==> src/rtl/pc_stack_unit_if.sv <==
// Bus between the instruction decoder and the PC / return-stack unit.
// The decoder side (master) issues op/target/cond strobes; the unit
// side (slave) returns the fetch address and stack status.
interface pc_stack_unit_if #(
  parameter int PC_W        = 11,
  parameter int STACK_DEPTH = 8
);
  localparam int DEPTH_W = $clog2(STACK_DEPTH) + 1;

  logic               en;
  logic [2:0]         op;
  logic [PC_W-1:0]    target;
  logic               cond;
  logic               clear_err;
  logic [PC_W-1:0]    pc;
  logic [DEPTH_W-1:0] depth;
  logic               stack_full;
  logic               stack_empty;
  logic               ovf;
  logic               unf;
  logic               trap;

  modport master (
    output en, op, target, cond, clear_err,
    input  pc, depth, stack_full, stack_empty, ovf, unf, trap
  );

  modport slave (
    input  en, op, target, cond, clear_err,
    output pc, depth, stack_full, stack_empty, ovf, unf, trap
  );
endinterface

==> src/rtl/pc_stack_unit.sv <==
// Program counter with a circular hardware return stack.
// Ops: NEXT, GOTO, CALL, RET, SKIPC (codes 5-7 act as NEXT).
// Optional macro PC_STACK_TRAP_EN: a CALL on a full stack or a RET on an
// empty stack leaves the stack untouched, jumps to TRAP_VEC and pulses
// trap for one cycle. Without it the stack wraps (oldest entry
// overwritten / stale entry popped) and trap is tied low.
module pc_stack_unit #(
  parameter int PC_W        = 11,
  parameter int STACK_DEPTH = 8,
  parameter int RESET_VEC   = 0,
  parameter int TRAP_VEC    = 4
) (
  input  logic             clk,
  input  logic             reset,
  pc_stack_unit_if.slave   bus
);
  localparam int PTR_W   = $clog2(STACK_DEPTH);
  localparam int DEPTH_W = PTR_W + 1;

  localparam logic [2:0] OP_GOTO  = 3'd1;
  localparam logic [2:0] OP_CALL  = 3'd2;
  localparam logic [2:0] OP_RET   = 3'd3;
  localparam logic [2:0] OP_SKIPC = 3'd4;

  localparam logic [PC_W-1:0]    RESET_PC  = PC_W'(RESET_VEC);
  localparam logic [PC_W-1:0]    TRAP_PC   = PC_W'(TRAP_VEC);
  localparam logic [DEPTH_W-1:0] FULL_CNT  = DEPTH_W'(STACK_DEPTH);

`ifdef PC_STACK_TRAP_EN
  localparam bit TRAP_MODE = 1'b1;
`else
  localparam bit TRAP_MODE = 1'b0;
`endif

  logic [PC_W-1:0]    stack_mem [STACK_DEPTH];
  logic [PC_W-1:0]    pc_reg;
  logic [PTR_W-1:0]   ptr_reg;
  logic [DEPTH_W-1:0] depth_reg;
  logic               ovf_reg;
  logic               unf_reg;

  logic               is_full;
  logic               is_empty;
  logic [PC_W-1:0]    pc_inc;
  logic [PC_W-1:0]    pc_inc2;
  logic [PTR_W-1:0]   ptr_dec;
  logic [PC_W-1:0]    ret_addr;
  logic               call_fault;
  logic               ret_fault;
  logic               push;

  assign is_full    = (depth_reg == FULL_CNT);
  assign is_empty   = (depth_reg == '0);
  // Power-of-two widths give the required modulo wrap for free.
  assign pc_inc     = pc_reg + PC_W'(1);
  assign pc_inc2    = pc_reg + PC_W'(2);
  assign ptr_dec    = ptr_reg - PTR_W'(1);
  // The pop must land in pc on the same edge, so the stack is read
  // asynchronously at the pre-decremented pointer.
  assign ret_addr   = stack_mem[ptr_dec];
  assign call_fault = bus.en && (bus.op == OP_CALL) && is_full;
  assign ret_fault  = bus.en && (bus.op == OP_RET) && is_empty;
  assign push       = bus.en && (bus.op == OP_CALL) && !(TRAP_MODE && is_full);

  assign bus.pc          = pc_reg;
  assign bus.depth       = depth_reg;
  assign bus.stack_full  = is_full;
  assign bus.stack_empty = is_empty;
  assign bus.ovf         = ovf_reg;
  assign bus.unf         = unf_reg;

  // Return-address storage: not reset, written only by a live CALL.
  always_ff @(posedge clk) begin
    if (reset && push) begin
      stack_mem[ptr_reg] <= pc_inc;
    end
  end

  // PC, stack pointer, occupancy and sticky fault flags.
  always_ff @(posedge clk or negedge reset) begin
    if (!reset) begin
      pc_reg    <= RESET_PC;
      ptr_reg   <= '0;
      depth_reg <= '0;
      ovf_reg   <= 1'b0;
      unf_reg   <= 1'b0;
    end else begin
      if (bus.en) begin
        case (bus.op)
          OP_GOTO:  pc_reg <= bus.target;
          OP_CALL: begin
            if (TRAP_MODE && call_fault) begin
              pc_reg <= TRAP_PC;
            end else begin
              pc_reg  <= bus.target;
              ptr_reg <= ptr_reg + PTR_W'(1);
              if (!is_full) depth_reg <= depth_reg + DEPTH_W'(1);
            end
          end
          OP_RET: begin
            if (TRAP_MODE && ret_fault) begin
              pc_reg <= TRAP_PC;
            end else begin
              pc_reg  <= ret_addr;
              ptr_reg <= ptr_dec;
              if (!is_empty) depth_reg <= depth_reg - DEPTH_W'(1);
            end
          end
          OP_SKIPC: pc_reg <= bus.cond ? pc_inc2 : pc_inc;
          default:  pc_reg <= pc_inc;
        endcase
      end
      // A fault on the same edge as clear_err keeps the flag set.
      if (call_fault)         ovf_reg <= 1'b1;
      else if (bus.clear_err) ovf_reg <= 1'b0;
      if (ret_fault)          unf_reg <= 1'b1;
      else if (bus.clear_err) unf_reg <= 1'b0;
    end
  end

`ifdef PC_STACK_TRAP_EN
  logic trap_reg;

  // One-cycle pulse after any edge that took a stack fault.
  always_ff @(posedge clk or negedge reset) begin
    if (!reset) trap_reg <= 1'b0;
    else        trap_reg <= call_fault || ret_fault;
  end

  assign bus.trap = trap_reg;
`else
  assign bus.trap = 1'b0;
`endif

endmodule
==> src/flat_wrapper.sv <==
// flat-port wrapper written by rule: the top's interface ports become plain ports
module pc_stack_unit_flat 
#(
  parameter int PC_W        = 11,
  parameter int STACK_DEPTH = 8,
  parameter int RESET_VEC   = 0,
  parameter int TRAP_VEC    = 4
)
  (clk, reset, bus_en, bus_op, bus_target, bus_cond, bus_clear_err, bus_pc, bus_depth, bus_stack_full, bus_stack_empty, bus_ovf, bus_unf, bus_trap);
  pc_stack_unit_if #(.PC_W(PC_W), .STACK_DEPTH(STACK_DEPTH)) bus_i ();
  input  logic clk;
  input  logic reset;
  input wire logic [$bits(bus_i.en)-1:0] bus_en;
  input wire logic [$bits(bus_i.op)-1:0] bus_op;
  input wire logic [$bits(bus_i.target)-1:0] bus_target;
  input wire logic [$bits(bus_i.cond)-1:0] bus_cond;
  input wire logic [$bits(bus_i.clear_err)-1:0] bus_clear_err;
  output wire logic [$bits(bus_i.pc)-1:0] bus_pc;
  output wire logic [$bits(bus_i.depth)-1:0] bus_depth;
  output wire logic [$bits(bus_i.stack_full)-1:0] bus_stack_full;
  output wire logic [$bits(bus_i.stack_empty)-1:0] bus_stack_empty;
  output wire logic [$bits(bus_i.ovf)-1:0] bus_ovf;
  output wire logic [$bits(bus_i.unf)-1:0] bus_unf;
  output wire logic [$bits(bus_i.trap)-1:0] bus_trap;
  assign bus_i.en = bus_en;
  assign bus_i.op = bus_op;
  assign bus_i.target = bus_target;
  assign bus_i.cond = bus_cond;
  assign bus_i.clear_err = bus_clear_err;
  assign bus_pc = bus_i.pc;
  assign bus_depth = bus_i.depth;
  assign bus_stack_full = bus_i.stack_full;
  assign bus_stack_empty = bus_i.stack_empty;
  assign bus_ovf = bus_i.ovf;
  assign bus_unf = bus_i.unf;
  assign bus_trap = bus_i.trap;
  pc_stack_unit #(.PC_W(PC_W), .STACK_DEPTH(STACK_DEPTH), .RESET_VEC(RESET_VEC), .TRAP_VEC(TRAP_VEC)) u_core (.clk(clk), .reset(reset), .bus(bus_i));
endmodule
==> config.mk <==
export PLATFORM = sky130hd
export DESIGN_NAME = pc_stack_unit_flat
export DESIGN_NICKNAME = d
export VERILOG_FILES = /design/src/rtl/pc_stack_unit_if.sv /design/src/rtl/pc_stack_unit.sv /design/src/flat_wrapper.sv
export SDC_FILE = /design/constraint.sdc
export NUM_CORES = 1
export LEC_CHECK = 0
export BUFFER_PORTS_ARGS = -buffer_cell sky130_fd_sc_hd__buf_2
export CAP_MARGIN = 20
export CORE_MARGIN = 2
export CORE_UTILIZATION = 55
export CTS_BUF_LIST = sky130_fd_sc_hd__clkbuf_4
export CTS_CLUSTER_DIAMETER = 150
export DETAILED_ROUTE_END_ITERATION = 8
export PLACE_DENSITY = 0.86
export SLEW_MARGIN = 20
export SYNTH_ARGS = -nofsm -noshare
export SYNTH_HDL_FRONTEND = slang
export SYNTH_SLANG_ARGS = --single-unit
==> constraint.sdc <==
create_clock -name clk -period 3.1 [get_ports clk]
set_clock_uncertainty 0.1 [all_clocks]
set_input_delay 0.155 -clock clk [delete_from_list [all_inputs] [get_ports clk]]
set_output_delay 0.155 -clock clk [all_outputs]
set_load 0.01 [all_outputs]
# Word-level counts from Yosys, hierarchy flattened
# Memories as Yosys holds them, arrays and structs flattened.
# Cells that the tools add are included.
[totals]
ram_bits = 88
mem_count = 1
regBits = 20
out_inout_bits = 20
word_cells = 42
[op_classes]
n_eq_ne = 7
reduce_logical = 12
n_addsub = 6
muxes = 11
[mem_list]
columns = ["memory", "depth", "word_bits", "read_ports", "rd_clocked_by_memory_dff", "wr", "line", "text"]
rows = [
  ["u_core.stack_mem", 8, 11, 1, 0, 1, "pc_stack_unit.sv:35", "logic [PC_W-1:0] stack_mem [STACK_DEPTH];"],
]
[op_table]
columns = ["op", "n"]
rows = [
  ["$pmux 11 s3", 1],
  ["$add 11x1->11 const B", 1],
  ["$add 11x2->11 const B", 1],
  ["$mux 11", 1],
  ["$mux 4", 2],
  ["$pmux 4 s2", 1],
  ["$eq 3x2->1 const B", 2],
  ["$pmux 3 s2", 1],
  ["$reduce_bool 2->1", 3],
  ["$logic_and 1x1->1", 5],
  ["$mux 1", 5],
  ["$add 4x1->4 const B", 1],
  ["$eq 4x4->1 const B", 1],
  ["$logic_not 4->1", 1],
  ["$ne 2x2->1 const B", 2],
  ["$reduce_and 4->1", 1],
  ["$sub 4x1->4 const B", 1],
  ["$add 3x1->3 const B", 1],
  ["$eq 3x1->1 const B", 1],
  ["$eq 3x3->1 const B", 1],
  ["$sub 3x1->3 const B", 1],
  ["$reduce_and 2->1", 1],
  ["$reduce_or 2->1", 1],
]

# Longest topological paths before layout
# Gate-level depths: netlist of the first run.
[depth]
word_depth = 5
depth_mapped = 10
ltp_nobuf = 8

# Worst setup path after synthesis of the first run
# No wires, ideal clock.
[synth_timing]
path_type = "reg2reg"
start = "register u_core.ptr_reg[0]"
end = "register u_core.pc_reg[8] (netlist: u_core.bus.pc[8])"
path_stages_with_launch = 10
setup_slack_ps = 505
required_ps = 2876
t_arrival_ps = 2371
synth_period_minus_slack_ps = 2595
setup_time_ps = 124
path_cell_list = "dfrtp_1 -> buf_6 -> buf_2 -> inv_1 -> ha_1 -> buf_1 -> mux4_2 -> a22oi_2 -> a21oi_1 -> a211o_1"
[synth_via]
elab_chain_cells = 3
[synth_rtl]
columns = ["item", "line", "text"]
rows = [
  ["from (decl)", "pc_stack_unit.sv:37", "logic [PTR_W-1:0] ptr_reg;"],
  ["from (signal assigned)", "pc_stack_unit.sv:96", "ptr_reg <= ptr_reg + PTR_W'(1);"],
  ["from (signal assigned)", "pc_stack_unit.sv:105", "ptr_reg <= ptr_dec;"],
  ["$sub 3x1->3", "pc_stack_unit.sv:57", "assign ptr_dec = ptr_reg - PTR_W'(1);"],
  ["$mem_v2 8x11", "--", ""],
  ["$pmux 11 s3", "pc_stack_unit.sv:89", "case (bus.op)"],
  ["to (signal assigned)", "pc_stack_unit.sv:90", "OP_GOTO: pc_reg <= bus.target;"],
  ["to (signal assigned)", "pc_stack_unit.sv:95", "pc_reg <= bus.target;"],
  ["to (signal assigned)", "pc_stack_unit.sv:104", "pc_reg <= ret_addr;"],
  ["to (decl)", "pc_stack_unit.sv:36", "logic [PC_W-1:0] pc_reg;"],
]
# No other way between the ends.
# A chain may end at the register's enable or synchronous reset.

# Worst setup path after layout of the first run
[layout_timing]
start = "register u_core.ptr_reg[1]"
end = "register u_core.pc_reg[2] (netlist: u_core.bus.pc[2])"
# Same word-level chain as after synthesis.

==> results.py, run 1 <==
metrics = {
    "status": {
        "outcome": "complete, no violations",
    },
    "drt": {
        "drtIter0Drc": 333,
        "drc_errors": 0,
        "dr.pass1.iters": 5,
        "wire_per_inst_um": 22.6,
        "vias": 3241,
        "wirelength_mm": 11.5,
        "viasPerCell": 6.38,
        "ant_nets": 0,
    },
    "min_path": {
        "min_path_type": "in2reg",
    },
    "floorplanning": {
        "die_y_um": 99.2,
        "die-area_mm2": 0.00983,
        "die_width_um": 99.2,
        "initial_utilization_pct": 56.8,
        "num_rows": 34,
        "core-area_mm2": 0.00876,
        "ios": 39,
    },
    "synthesis": {
        "netlist_instances": 339,
        "synth_edf_count": 88,
        "yosys.cell_count.top_type": "edfxtp_1",
        "netlist_top_cells_count": "edfxtp_1, nor2_1, dfrtp_1",
        "synth.avg_cell_area_um2": 14.7,
        "yosys_most_used_dff": "edfxtp_1",
        "synth.distinct_cells": 56,
        "synth_top_area_cell": "edfxtp_1",
        "netlist_area_mm2": 0.00498,
        "synth_nets": 365,
        "ys_warn_count": 0,
        "synth_seq_cells": 108,
        "synth_top_area_share_pct": 53.1,
        "async_flop_share_pct": 18.5,
        "yosysSeqAreaShare_pct": 63.1,
        "synth_top_cells_by_area": "edfxtp_1, dfrtp_1, mux4_2",
    },
    "setup_path": {
        "required_ns": 3.42,
        "cp.arrival_ns": 3.36,
        "critPathMaxFanout": 11,
        "cp_top_family": "simple AND/OR/NAND/NOR gates",
        "cp-start-kind": "register",
        "crit_slowest_cell": "nor2_1",
        "critical_path_buf_inv_count": 2,
        "cp_cell_sequence": "inv_1, ha_2, xnor2_1, nor2_1, a22oi_1, a31oi_1, dlygate4sd3_1",
        "max_stage_delay_ns": 0.82,
        "critPathCaptureType": "register",
        "crit_type": "reg2reg",
    },
    "global_route": {
        "grt-ovfl-total": 0,
        "grt_max_degree": 26,
        "grt_pass1_vias": 3135,
        "gr-usage-all-layers_pct": 24.1,
        "antenna_found_initial": 0,
        "grt_pass1_wl_mm": 17.7,
    },
    "cts": {
        "htree_levels": 3,
        "clkTransAtPathRegs_ns": 0.18,
        "clkLatencyLatePin_ns": 0.47,
        "post-cts-setup-buffers": 0,
        "clock-sinks": 108,
        "cts_buffers": 9,
        "clockBufferDepth": 2,
        "tritoncts": "yes",
        "cts_root_buf": "clkbuf_4",
    },
    "layout": {
        "num_antenna_cells": 0,
        "largest_reg_flops": 88,
        "postLayoutCellArea_mm2": 0.00558,
        "nets": 421,
        "layout-drive-gt1-share_pct": 24.3,
        "final_cells": 508,
        "syn_to_final_growth_pct": 12.0,
    },
    "power_and_ir_drop": {
        "sw_frac_of_total_pct": 36.8,
        "power_uw": 4350,
        "ir_worst_vdd_mv": 0.341,
        "pwr_density_cell_mw_per_mm2": 779,
        "combPwrFrac_pct": 37.9,
        "p_clk_share_pct": 15.8,
        "p_leak_uw": 0.00204,
        "p_sw_uw": 1600,
        "p_int_uw": 2750,
        "sequentialPowerShare_pct": 46.3,
    },
    "timing": {
        "hold_violations": 0,
        "whs_ns": 0.0169,
        "finalSetupViolCount": 0,
        "slew_violations": 0,
        "relSlewSlack_pct": 28.2,
        "rsz0062_at_grt": "false",
        "finalCritPeriodShare_pct": 98.1,
        "max_freq_mhz": 329,
        "tightest_slew_ns": 1.07,
        "fin_tns_setup_ns": 0,
        "fin_crit_ns": 3.04,
    },
    "placement": {
        "globalplace.congestion": 0.929,
        "numPortBuffers": 37,
        "place_area_mm2": 0.00533,
        "placed_cells": 481,
        "dp_hpwl_mm": 7.77,
    },
    "run": {
        "maxCapViolations": 0,
    },
}
power groups by stage:
| stage | sequential (µW) | combinational [µW] | clock [µW] |
|---|---|---|---|
| after floorplan | 1990 | 1110 | 0 |
| after global placement | 2030 | 1550 | 0 |
| after detailed placement | 2040 | 1600 | 0 |
| after CTS | 2010 | 1630 | 697 |
| after global routing | 2030 | 1770 | 750 |
| final | 2010 | 1650 | 685 |
cell usage in the layout (no fill, tap or decap), types with 4 or more instances in the layout:
cell type and count:
clkbuf_4 9, buf_4 14, o22ai_1 5, nand4_1 4, inv_1 12, a22oi_1 5
mux4_2 19, a22o_1 4, nand2_1 16, buf_2 37, o21ai_0 4, nor2_1 25
o21ai_1 5, xor2_1 13, dlygate4sd3_1 11, dfrtp_1 20, a21oi_1 11, nor3_1 9
xnor2_1 12, edfxtp_1 88, a31oi_1 4, nand3_1 7, ha_1 5
worst paths after layout:
| check | from | to | slack, ns | cells past startpoint |
|---|---|---|---|---|
| setup reg to reg | u_core.ptr_reg[1] | u_core.bus.pc[2] | 0.06 | 7 |
| max in group asynchronous | reset | u_core.bus.pc[4] | 2.48 | 2 |
| min in group asynchronous | reset | u_core.bus.depth[0] | 0.06 | 2 |
| hold reg to reg | u_core.bus.unf | u_core.bus.unf | 0.41 | 1 |
| hold / removal | bus_en | u_core.bus.pc[5] | 0.02 | 3 |
| setup / recovery | u_core.ptr_reg[1] | u_core.bus.pc[2] | 0.06 | 7 |
final cells by class:
cell class | instances | area [µm²]
clock buffers | 9 | 67.6
clock inverters | 7 | 71.3
fillers | 628 | 3180
inverters | 15 | 56.3
multi-input cells | 198 | 1690
flip-flops and latches | 108 | 3140
well taps | 108 | 135
repair buffers | 63 | 420
cell families (layout without fill, tap and decap cells):
logic type	Yosys count	count (layout)	synth area share, %
xor gates and xnor gates	25	25	4.40
other	1	1	0.0753
and+or+nand+nor	78	78	7.59
DFF	108	108	63.1
buffers and inverters	33	94	3.11
adders and majority gates	9	9	2.31
muxes	26	26	11.0
AOI/OAI and AO/OA	59	59	8.41
stage by stage:
step	utilization, %	setup WS [ns]
finish	63.7	0.0585
global route	63.7	0.00316
CTS	63.6	0.153
detailed placement	60.8	0.629
global placement	60.8	0.660
floorplan	-	0.505
repair_timing:
action | in CTS | in global routing
hold buffers | 11 | 0
gates resized for setup | 0 | 1
endpoints found under the setup margin | 0 | 1
endpoints found under the hold margin | 28 | 0
worst reg2reg max path, cell delays in order (launching register included):
cell and delay, ns:
dfrtp_1 0.47, inv_1 0.12, ha_2 0.21, xnor2_1 0.14, nor2_1 0.82, a22oi_1 0.31
a31oi_1 0.25, dlygate4sd3_1 0.58
layer usage:
layer / GRT usage (%) / vias up / wire [µm]
li1: - / 1418 / -
met1: 34.4 / 1597 / 4570
met3: 5.34 / 22 / 1200
met2: 37.5 / 204 / 5490
met4: 8.22 / 0 / 222
met5: 0 / - / 0
Note: power is estimated with default switching activity, not from simulation.
==> run 2: changes to the inputs <==
--- a/config.mk
+++ b/config.mk
@@ -13,6 +13,7 @@
 export CTS_CLUSTER_DIAMETER = 150
 export DETAILED_ROUTE_END_ITERATION = 8
 export PLACE_DENSITY = 0.86
+export REMOVE_ABC_BUFFERS = 1
 export SLEW_MARGIN = 20
 export SYNTH_ARGS = -nofsm -noshare
 export SYNTH_HDL_FRONTEND = slang
==> run 2 against run 1 <==
Compared with the run above:
- sequential cell count is the same
- cell count decreased by 0.39%
- power increased by 1.3%
- largest power group unchanged
- die area unchanged
- critical path depth unchanged
==> results.py, run 2 (synthesis results as in run 1) <==
metrics = {
    "status": {
        "outcome": "complete, no violations",
    },
    "cts": {
        "htree_levels": 3,
        "cts_resized": 0,
        "clock-sinks": 108,
        "cts_root_buf": "clkbuf_4",
        "tritoncts": "yes",
        "clockBufferDepth": 2,
        "clkLatencyLatePin_ns": 0.46,
        "cts_buffers": 9,
        "clkTransAtPathRegs_ns": 0.16,
    },
    "timing": {
        "rsz0062_at_grt": "false",
        "relSlewSlack_pct": 28.6,
        "fin_crit_ns": 2.58,
        "fin_tns_setup_ns": 0,
        "finalCritPeriodShare_pct": 83.4,
        "slew_violations": 0,
        "hold_violations": 0,
        "whs_ns": 0.0174,
        "finalSetupViolCount": 0,
        "max_freq_mhz": 387,
        "tightest_slew_ns": 1.07,
        "timing.final.ws_setup_ns": 0.516,
    },
    "power_and_ir_drop": {
        "p_int_uw": 2820,
        "p_sw_uw": 1580,
        "ir_worst_vdd_mv": 0.370,
        "combPwrFrac_pct": 37.7,
        "pwr_density_cell_mw_per_mm2": 794,
        "p_clk_share_pct": 16.7,
        "sequentialPowerShare_pct": 45.6,
        "sw_frac_of_total_pct": 35.8,
        "p_leak_uw": 0.00204,
    },
    "floorplanning": {
        "num_rows": 34,
        "initial_utilization_pct": 56.8,
        "ios": 39,
        "core-area_mm2": 0.00876,
        "die_width_um": 99.2,
        "die_y_um": 99.2,
        "die-area_mm2": 0.00983,
    },
    "drt": {
        "ant_nets": 0,
        "wirelength_mm": 11.9,
        "wire_per_inst_um": 23.6,
        "drtIter0Drc": 389,
        "vias": 3303,
        "dr.pass1.iters": 5,
        "drc_errors": 0,
        "viasPerCell": 6.53,
    },
    "setup_path": {
        "required_ns": 3.41,
        "max_stage_delay_ns": 0.81,
        "rr_worst_depth": 7,
        "r2r-start": "u_core.ptr_reg[1]",
        "cp.arrival_ns": 2.89,
        "cp-start-kind": "register",
        "r2r_slack_ns": 0.52,
        "crit_slowest_cell": "nor2_1",
        "critPathMaxFanout": 11,
        "critPathCaptureType": "register",
        "cp_top_family": "simple AND/OR/NAND/NOR gates",
        "critical_path_buf_inv_count": 1,
        "cp.depth": 7,
        "setup.worst_path.start": "u_core.ptr_reg[1]",
        "r2r_end": "u_core.bus.pc[4]",
        "cp_cell_sequence": "inv_1, ha_1, xnor2_1, nor2_1, a22oi_1, a31oi_1, or2_1",
        "crit_path_end": "u_core.bus.pc[4]",
        "crit_type": "reg2reg",
    },
    "layout": {
        "regArea_mm2": 0.00314,
        "largest_reg_flops": 88,
        "layout-drive-gt1-share_pct": 24.9,
        "nets": 419,
        "multi_input_area_mm2": 0.00168,
        "mostFrequentLayoutCells": "edfxtp_1, buf_2, nor2_1, dfrtp_1, mux4_2",
        "nFillCells": 627,
        "num_antenna_cells": 0,
        "syn_to_final_growth_pct": 11.3,
        "final_util_pct": 63.3,
        "final_common_cell": "edfxtp_1",
    },
    "global_route": {
        "use_met2_pct": 40.1,
        "grt-ovfl-total": 0,
        "antenna_found_initial": 0,
        "use_met3_pct": 7.10,
        "use_met1_pct": 34.4,
        "grt-busiest-layer": "met2",
        "grt_pass1_vias": 3348,
        "grt_pass1_wl_mm": 18.6,
        "grt_max_degree": 26,
        "gr-usage-all-layers_pct": 25.7,
    },
    "placement": {
        "dp_hpwl_mm": 7.92,
        "dpl_worst_slack_ns": 0.652,
        "numPortBuffers": 37,
        "globalplace.congestion": 1.09,
    },
    "min_path": {
        "min_path_type": "in2reg",
    },
    "run": {
        "maxCapViolations": 0,
    },
}
## run 2: worst min path at each step
stage	from	slack, ns	end	cells past startpoint
final	bus_target[1]	0.02	u_core.bus.pc[1]	3
after detailed placement	reset	0.06	u_core.bus.depth[2]	1
after global routing	bus_target[6]	0.006	u_core.bus.pc[6]	4
after floorplan	reset	-0.24	u_core.bus.depth[0]	0
after global placement	reset	0.06	u_core.bus.ovf	1
after CTS	bus_target[1]	0.002	u_core.bus.pc[1]	3
## run 2: power by group through the flow
stage | Clock (µW) | Combinational (µW) | Sequential (µW)
floorplan | 0 | 944 | 2090
global placement | 0 | 1550 | 2020
detailed placement | 0 | 1620 | 2030
CTS | 741 | 1640 | 2000
global route | 803 | 1770 | 2020
finish | 735 | 1660 | 2010
## run 2: layout make-up
cell class	instances	share of cell area (%)
inverters	15	1.02
clock buffers	13	1.76
flip-flops and latches	108	56.7
clock inverters	3	0.857
well taps	108	2.44
repair buffers	61	6.90
multi-input cells	198	30.3
## run 2: layer usage
metal	routed length, µm	vias up
li1	-	1417
met1	4550	1594
met2	5680	248
met3	1360	44
met4	353	0
met5	0	-
## run 2: timing repair
| item | CTS | global route |
|---|---|---|
| buffers inserted | 0 | 0 |
| setup endpoints to repair | 0 | 0 |
| hold endpoints to repair | 27 | 0 |
| hold buffers | 7 | 0 |
## run 2: per-stage QoR
step                instance area, µm²  std cells  total power [µW]
finish                            5550        506              4400
global route                      5550        506              4600
CTS                               5550        506              4380
detailed placement                5330        483              3650
global placement                  5330        483              3570
floorplan                         4880        321              3030
## run 2: worst min-delay path: stages
cell and delay, ns:
buf_2 0.10, a22oi_1 0.08, a31oi_1 0.19
